$ cat src/rtl/timer_scheduler_if.sv
// timer_scheduler_if: bundles the requester side (req/period/done/grant) and
// the flex-counter side (cnt_*) of the shared timer scheduler.
//   master : requesters + external counter (drive req, periodN, cnt_rollover_flag)
//   slave  : the scheduler (drives grant, done, busy, cnt_clear, cnt_enable,
//            cnt_rollover_val)
interface timer_scheduler_if;
  localparam int unsigned N_REQ    = 4;
  localparam int unsigned PERIOD_W = 16;

  logic [N_REQ-1:0]    req;
  logic [PERIOD_W-1:0] period0;
  logic [PERIOD_W-1:0] period1;
  logic [PERIOD_W-1:0] period2;
  logic [PERIOD_W-1:0] period3;
  logic                cnt_rollover_flag;
  logic [N_REQ-1:0]    grant;
  logic [N_REQ-1:0]    done;
  logic                busy;
  logic                cnt_clear;
  logic                cnt_enable;
  logic [PERIOD_W-1:0] cnt_rollover_val;

  modport master (
    output req, period0, period1, period2, period3, cnt_rollover_flag,
    input  grant, done, busy, cnt_clear, cnt_enable, cnt_rollover_val
  );

  modport slave (
    input  req, period0, period1, period2, period3, cnt_rollover_flag,
    output grant, done, busy, cnt_clear, cnt_enable, cnt_rollover_val
  );
endinterface

$ cat src/rtl/timer_scheduler.sv
// timer_scheduler: lends one external 16-bit flex counter to four requesters
// in round-robin order. The owner's period becomes the counter rollover value;
// when the counter flags rollover the owner gets a one-cycle done pulse.
// Ports:
//   clk  - system clock, rising edge
//   rst  - asynchronous active-high reset
//   bus  - timer_scheduler_if.slave (req/periodN/cnt_rollover_flag in,
//          grant/done/busy/cnt_clear/cnt_enable/cnt_rollover_val out)
module timer_scheduler (
  input logic              clk,
  input logic              rst,
  timer_scheduler_if.slave bus
);
  localparam int unsigned N_REQ    = 4;
  localparam int unsigned IDX_W    = 2;
  localparam int unsigned PERIOD_W = 16;

  typedef enum logic [1:0] {ST_IDLE, ST_LOAD, ST_RUN, ST_DONE} state_t;

  state_t              state;
  logic [IDX_W-1:0]    rr_ptr;
  logic [IDX_W-1:0]    owner_idx;
  logic [N_REQ-1:0]    grant_q;
  logic [N_REQ-1:0]    done_q;
  logic                busy_q;
  logic                cnt_clear_q;
  logic [PERIOD_W-1:0] rollover_q;

  logic [PERIOD_W-1:0] period_arr [N_REQ];
  logic [PERIOD_W-1:0] owner_period;
  logic                owner_req;
  logic [IDX_W-1:0]    win_idx;
  logic [IDX_W-1:0]    cand_idx;
  logic                win_valid;

  assign period_arr[0] = bus.period0;
  assign period_arr[1] = bus.period1;
  assign period_arr[2] = bus.period2;
  assign period_arr[3] = bus.period3;

  assign owner_period = period_arr[owner_idx];
  assign owner_req    = bus.req[owner_idx];

  // Round-robin pick: first asserted request scanning upward from rr_ptr.
  always_comb begin
    win_idx   = rr_ptr;
    win_valid = 1'b0;
    cand_idx  = rr_ptr;
    for (int k = 0; k < int'(N_REQ); k++) begin
      cand_idx = rr_ptr + IDX_W'(k);
      if (!win_valid && bus.req[cand_idx]) begin
        win_idx   = cand_idx;
        win_valid = 1'b1;
      end
    end
  end

  // Scheduler FSM with registered outputs.
  always_ff @(posedge clk or posedge rst) begin
    if (rst) begin
      state       <= ST_IDLE;
      rr_ptr      <= '0;
      owner_idx   <= '0;
      grant_q     <= '0;
      done_q      <= '0;
      busy_q      <= 1'b0;
      cnt_clear_q <= 1'b1;
      rollover_q  <= '0;
    end else begin
      done_q <= '0;
      case (state)
        ST_IDLE: begin
          if (win_valid) begin
            state       <= ST_LOAD;
            owner_idx   <= win_idx;
            grant_q     <= N_REQ'(1) << win_idx;
            rr_ptr      <= win_idx + IDX_W'(1);
            busy_q      <= 1'b1;
            cnt_clear_q <= 1'b1;
          end
        end
        ST_LOAD: begin
          // The period is latched even when the owner aborts in this cycle.
          rollover_q <= owner_period;
          if (!owner_req) begin
            state       <= ST_IDLE;
            grant_q     <= '0;
            busy_q      <= 1'b0;
            cnt_clear_q <= 1'b1;
          end else if (owner_period == '0) begin
            state       <= ST_DONE;
            done_q      <= grant_q;
            cnt_clear_q <= 1'b1;
          end else begin
            state       <= ST_RUN;
            cnt_clear_q <= 1'b0;
          end
        end
        ST_RUN: begin
          // Abort wins over a simultaneous rollover: the owner no longer wants done.
          if (!owner_req) begin
            state       <= ST_IDLE;
            grant_q     <= '0;
            busy_q      <= 1'b0;
            cnt_clear_q <= 1'b1;
          end else if (bus.cnt_rollover_flag) begin
            state       <= ST_DONE;
            done_q      <= grant_q;
            cnt_clear_q <= 1'b1;
          end
        end
        ST_DONE: begin
          state       <= ST_IDLE;
          grant_q     <= '0;
          busy_q      <= 1'b0;
          cnt_clear_q <= 1'b1;
        end
        default: begin
          state       <= ST_IDLE;
          grant_q     <= '0;
          busy_q      <= 1'b0;
          cnt_clear_q <= 1'b1;
        end
      endcase
    end
  end

  assign bus.grant            = grant_q;
  assign bus.done             = done_q;
  assign bus.busy             = busy_q;
  assign bus.cnt_clear        = cnt_clear_q;
  assign bus.cnt_rollover_val = rollover_q;
  // Enable must drop in the same cycle the counter flags rollover, so it
  // follows the flag combinationally.
  assign bus.cnt_enable       = (state == ST_RUN) && !bus.cnt_rollover_flag;

endmodule
$ cat src/flat_wrapper.sv
// flat-port wrapper written by rule: the top's interface ports become plain ports
module timer_scheduler_flat 
  (clk, rst, bus_req, bus_period0, bus_period1, bus_period2, bus_period3, bus_cnt_rollover_flag, bus_grant, bus_done, bus_busy, bus_cnt_clear, bus_cnt_enable, bus_cnt_rollover_val);
  timer_scheduler_if bus_i ();
  input logic clk;
  input logic rst;
  input wire logic [$bits(bus_i.req)-1:0] bus_req;
  input wire logic [$bits(bus_i.period0)-1:0] bus_period0;
  input wire logic [$bits(bus_i.period1)-1:0] bus_period1;
  input wire logic [$bits(bus_i.period2)-1:0] bus_period2;
  input wire logic [$bits(bus_i.period3)-1:0] bus_period3;
  input wire logic [$bits(bus_i.cnt_rollover_flag)-1:0] bus_cnt_rollover_flag;
  output wire logic [$bits(bus_i.grant)-1:0] bus_grant;
  output wire logic [$bits(bus_i.done)-1:0] bus_done;
  output wire logic [$bits(bus_i.busy)-1:0] bus_busy;
  output wire logic [$bits(bus_i.cnt_clear)-1:0] bus_cnt_clear;
  output wire logic [$bits(bus_i.cnt_enable)-1:0] bus_cnt_enable;
  output wire logic [$bits(bus_i.cnt_rollover_val)-1:0] bus_cnt_rollover_val;
  assign bus_i.req = bus_req;
  assign bus_i.period0 = bus_period0;
  assign bus_i.period1 = bus_period1;
  assign bus_i.period2 = bus_period2;
  assign bus_i.period3 = bus_period3;
  assign bus_i.cnt_rollover_flag = bus_cnt_rollover_flag;
  assign bus_grant = bus_i.grant;
  assign bus_done = bus_i.done;
  assign bus_busy = bus_i.busy;
  assign bus_cnt_clear = bus_i.cnt_clear;
  assign bus_cnt_enable = bus_i.cnt_enable;
  assign bus_cnt_rollover_val = bus_i.cnt_rollover_val;
  timer_scheduler u_core (.clk(clk), .rst(rst), .bus(bus_i));
endmodule
$ cat config.mk
export PLATFORM = sky130hd
export DESIGN_NAME = timer_scheduler_flat
export DESIGN_NICKNAME = d
export VERILOG_FILES = /design/src/rtl/timer_scheduler_if.sv /design/src/rtl/timer_scheduler.sv /design/src/flat_wrapper.sv
export SDC_FILE = /design/constraint.sdc
export NUM_CORES = 1
export LEC_CHECK = 0
export CORE_MARGIN = 2
export CORE_UTILIZATION = 40
export CTS_BUF_LIST = sky130_fd_sc_hd__clkbuf_8
export DETAILED_ROUTE_END_ITERATION = 8
export GPL_ROUTABILITY_DRIVEN = 0
export PLACE_DENSITY = 0.79
export SETUP_SLACK_MARGIN = 0.4
export SYNTH_ARGS = -nofsm -noshare
export SYNTH_HDL_FRONTEND = slang
export SYNTH_SLANG_ARGS = --single-unit
$ cat constraint.sdc
create_clock -name clk -period 5.6 [get_ports clk]
set_input_delay 0.56 -clock clk [delete_from_list [all_inputs] [get_ports clk]]
set_output_delay 0.56 -clock clk [all_outputs]
set_load 0.005 [all_outputs]
Yosys cells after proc, flatten, opt, wreduce, memory -nomap -nowiden
Index checks and enable logic that the tools add are counted.

storage, ports and cells
  register bits after elaboration = 32
  input port bits = 71
  output and inout bits = 27
  logic and storage cells = 82

cells by class
  add/sub/neg operators = 4
  magnitude comparators = 6
  equal/unequal tests = 6
  shift operators = 1
  multiplexer cells = 42
  bitwise gates (word level) = 1
  reduce and logical (&&, ||, !) cells = 14

operators by type and width
  kind                                                        count
  binary-select mux 16 bit (select 2 bit)                     1
  two-way mux 16 bit                                          2
  two-way mux 4 bit                                           6
  logical NOT 16 bit                                          1
  two-way mux 1 bit                                           16
  less-than comparator 2 x 3 -> 1 bit, second input constant  5
  two-way mux 2 bit                                           7
  one-hot mux 4 bit (3 select lines)                          1
  binary-select mux 1 bit (select 2 bit)                      5
  one-hot mux 2 bit (4 select lines)                          1
  one-hot mux 4 bit (2 select lines)                          1
  AND reduction 2 bit                                         3
  adder 2 x 1 -> 2 bit, second input constant                 2
  adder 2 bit, second input constant                          2
  equality test 2 bit, second input constant                  2
  logical AND 1 bit                                           4
  logical NOT 1 bit                                           4
  one-hot mux 1 bit (4 select lines)                          1
  << shifter 1 x 2 -> 4 bit, first input constant             1
  >= comparator 3 bit, second input constant                  1
  inequality test 3 bit, second input constant                1
  inverter 2 -> 3 bit                                         1
  one-hot mux 1 bit (3 select lines)                          1
  equality test 2 x 1 -> 1 bit, second input constant         1
  4 further kinds                                             4

Longest topological paths before layout
  depth in word-level cells = 15
  depth in mapped cells = 7
  mapped depth without buffers = 6

Worst setup path before layout
OpenSTA, ideal clock, no wires.

  path kind = register to register
  start = reg u_core.owner_idx[1]
  end = reg u_core.cnt_clear_q (netlist: u_core.bus.cnt_clear)
  library setup time = 0.078 ns
  arrival = 1.918 ns
  required time = 5.522 ns
  path slack = 3.604 ns
  stages on the path, launching flop included = 7
  buffers on the path = 2
  period minus slack after synthesis = 1.996 ns
  cells stage by stage = dfrtp_1 clkbuf_1 clkbuf_1 mux4_2 nor4_2 nand4_2 a41oi_2

between the ends
  cells in the longest elaborated chain, start to end = 8
  elaborated cells on any way between the ends = 13
  classes of those cells = 1 x eq/ne; 9 x mux; 1 x bitwise; 2 x reduce/logical

ends and longest elaborated chain
  item                                                    line                   source
  start: declaration                                      timer_scheduler.sv:22  logic [IDX_W-1:0] owner_idx;
  start signal: assignment                                timer_scheduler.sv:75  owner_idx <= win_idx;
  inverter 2 -> 3 bit (implied by the code)               timer_scheduler.sv:41  assign owner_period = period_arr[owner_idx];
  binary-select mux 16 bit (select 2 bit)                 timer_scheduler.sv:41
  two-way mux 16 bit (implied by the code) (2 in series)  timer_scheduler.sv:41
  logical NOT 16 bit                                      timer_scheduler.sv:90  end else if (owner_period == '0) begin
  two-way mux 1 bit                                       timer_scheduler.sv:90
  two-way mux 1 bit                                       timer_scheduler.sv:85  if (!owner_req) begin
  one-hot mux 1 bit (4 select lines)                      timer_scheduler.sv:71  case (state)
  end signal: assignment                                  timer_scheduler.sv:89  cnt_clear_q <= 1'b1;
  end signal: assignment                                  timer_scheduler.sv:93  cnt_clear_q <= 1'b1;
  end signal: assignment                                  timer_scheduler.sv:96  cnt_clear_q <= 1'b0;
  end: declaration                                        timer_scheduler.sv:26  logic cnt_clear_q;

Several ways; a longest one is shown, not always the timed one. The select of a mux whose other input is x is not followed.
A chain may end at the register's enable or synchronous reset.

Worst setup path after layout
  start = reg u_core.owner_idx[0]
  end = reg u_core.cnt_clear_q (netlist: u_core.bus.cnt_clear)

The elaborated chain is that of the path after synthesis.

==> results.py <==
metrics = {
    "routing": {
        "wire_per_inst_um": 16.1,
        "routed_wl_mm": 5.03,
        "drt_iter0_drc": 65,
        "drc": 0,
        "drtPass1Iterations": 5,
        "vias": 1648,
        "drt-vias-per-instance": 5.28,
        "drtAntennaViolNets": 0,
    },
    "worst_setup_path": {
        "r2r_start": "u_core.owner_idx[0]$_DFFE_PP0P_",
        "cp_slowest_cell": "dfrtp_1",
        "crit_path_cell_trace": "mux4_1, nor4_2, nand4_2, a41oi_2",
        "path_delay_family": "flip-flops",
        "end_kind": "flip-flop",
        "path_class": "flip-flop to flip-flop",
        "crit_fanout": 18,
        "max_stage_delay_ps": 940,
        "cp.required_ps": 5810,
        "path_buf_inv": 0,
        "cp.arrival_ps": 2800,
        "crit_path_start": "u_core.owner_idx[0]$_DFFE_PP0P_",
        "start_kind": "flip-flop",
    },
    "yosys": {
        "yosys.area_share.adder_pct": 4.44,
        "synth_top_family_by_area": "multiplexers",
        "synth_top_cell_by_area": "dfrtp_1",
        "syn_inst": 145,
        "synth_area_leaders": "dfrtp_1 (39%), mux4_1 (15%), mux2_2 (10%)",
        "syn-cell-area_um2": 1970,
        "synth_most_common_cell": "dfrtp_1",
        "syn_nets": 223,
        "syn-mean-instance-area_um2": 13.6,
        "synth-compound-area-share_pct": 9.14,
        "synthArstFlopShare_pct": 100,
        "synthFlopType": "dfrtp_1",
        "synth_top_area_share_pct": 39.4,
        "netlist_top_cells_count": "dfrtp_1 (31), mux2_2 (18), nand2_1 (12)",
        "yosys-mux-area-fraction_pct": 32.9,
        "synth_xor_area_share_pct": 0,
        "yosys_warnings": 0,
        "synth-edff-count": 0,
        "yosysUniqueCellTypes": 33,
        "synthSimpleGateAreaFrac_pct": 8.76,
        "ys_seq_area_share_pct": 40.7,
        "ys_ff_latch": 32,
    },
    "timing": {
        "max_slew.worst_pin.slew_ps": 905,
        "finalMaxSlewViolations": 0,
        "skew_ps": 2.57,
        "post-route-period-util_pct": 46.3,
        "finalHoldViolCount": 0,
        "whs_ps": 488,
        "setup_viol": 0,
        "min_period_ps": 2590,
        "setup_tns_ps": 0,
        "max_freq_ghz": 0.386,
        "slew-limit-headroom_pct": 39.7,
        "rsz0062_at_grt": "no",
    },
    "floorplan": {
        "io_pins": 98,
        "die_w_um": 74.2,
        "die_h_um": 74.2,
        "start_util_pct": 41.7,
        "dieArea_um2": 5500,
        "rows": 25,
        "core_region_area_um2": 4720,
    },
    "pwr": {
        "ir_drop_uv": 215,
        "p_per_area_nw_per_um2": 444,
        "leakagePower_nw": 1.25,
    },
    "cts": {
        "cts_tree": "built",
        "clockBufferDepth": 2,
        "cts.sinks": 32,
        "ctsResizeCount": 0,
        "clock_latency_ps": 280,
        "hold_buffers": 0,
        "cts_inserted_buffers": 5,
        "path_clk_slew_ps": 70,
        "root_buffer": "clkbuf_8",
        "htree_levels": 2,
        "postCtsSetupRepairBufs": 0,
    },
    "global_route": {
        "grtUsageTotal_pct": 20.5,
        "grt_max_degree": 33,
        "antenna_found_initial": 0,
        "grt_pass1_wl_mm": 8.39,
        "grt_pass1_vias": 1689,
        "overflow": 0,
    },
    "cells_and_area": {
        "diodes": 0,
        "syn2layout_area_growth_pct": 57.0,
        "fin_area_um2": 3090,
        "fillers": 367,
        "drive_above_1_share_pct": 15.9,
        "post-route-util_pct": 65.5,
        "nets": 322,
    },
    "placement": {
        "port_buffers": 97,
        "place_area_um2": 2990,
        "dp_hpwl_mm": 3.99,
    },
    "min_path": {
        "hold_class": "flip-flop to flip-flop",
        "min_from": "u_core.bus.busy$_DFFE_PP0P_",
    },
    "run_status": {
        "status": "finished clean",
    },
    "run": {
        "maxCapViolations": 0,
    },
}
-- cells in the final DEF (no fill, tap or decap), types with 4 or more instances in the layout --
cell type,count
a22o_1,5
inv_1,10
mux4_2,6
mux4_1,11
dfrtp_1,31
clkdlybuf4s50_1,97
o21ai_1,6
a21oi_1,7
ha_1,7
clkbuf_8,5
nand2_1,12
nor4_2,4
mux2_2,18
-- cells by family after synthesis --
kind of cell               Yosys count
muxes                               37
DFF                                 32
buffers and inverters               15
adders and majority gates            7
and+or+nand+nor                     28
AOI/OAI and AO/OA                   26
-- flip-flops by register name, indices dropped and copies added, names as in the netlist --
register,count
u_core.bus.cnt_rollover_val,16
u_core.bus.done,4
u_core.bus.grant,4
u_core.owner_idx,2
u_core.rr_ptr,2
u_core.state,2
u_core.bus.busy,1
u_core.bus.cnt_clear,1
-- area by class of cell --
cell class,instances,area [um^2],area share [%]
Clock buffer,5,68.8,2.22
Clock inverter,3,38.8,1.25
Inverter,9,33.8,1.09
Multi-Input combinational cell,98,1090,35.2
Sequential cell,32,802,25.9
Tap cell,67,83.8,2.71
Timing Repair Buffer,98,978,31.6
-- worst paths after layout --
kind                            depth (start not counted)                                          to  slack, ps
worst max-delay path                                    4            u_core.bus.cnt_clear$_DFFE_PP1P_       3010
worst min-delay path                                    1                 u_core.bus.busy$_DFFE_PP0P_        490
worst max register to register                          4            u_core.bus.cnt_clear$_DFFE_PP1P_       3010
worst min register to register                          1                 u_core.bus.busy$_DFFE_PP0P_        490
max in group asynchronous                               3            u_core.bus.cnt_clear$_DFFE_PP1P_       4590
min in group asynchronous                               3  u_core.bus.cnt_rollover_val[5]$_DFFE_PP0P_        670
-- metrics by stage --
step / instances / worst slack, ps / total power, mW
floorplan: 145 / 3600 / 0.889
global placement: 304 / 3010 / 1.15
detailed placement: 304 / 2960 / 1.17
CTS: 312 / 2950 / 1.39
global route: 312 / 2780 / 1.47
finish: 312 / 3010 / 1.37
-- power breakdown --
group | switching, mW | internal, mW | total (mW)
clock | 0.0856 | 0.130 | 0.216
sequential | 0.111 | 0.335 | 0.446
combinational | 0.262 | 0.449 | 0.711
-- metal layers --
metal	routed length (um)	track usage (%)	up-vias
met3	186	3.12	15
met2	2650	34.6	50
met1	2060	25.9	816
met5	0	0	-
met4	136	9.29	0
li1	-	-	767
Note: power is estimated with default switching activity, not from simulation.
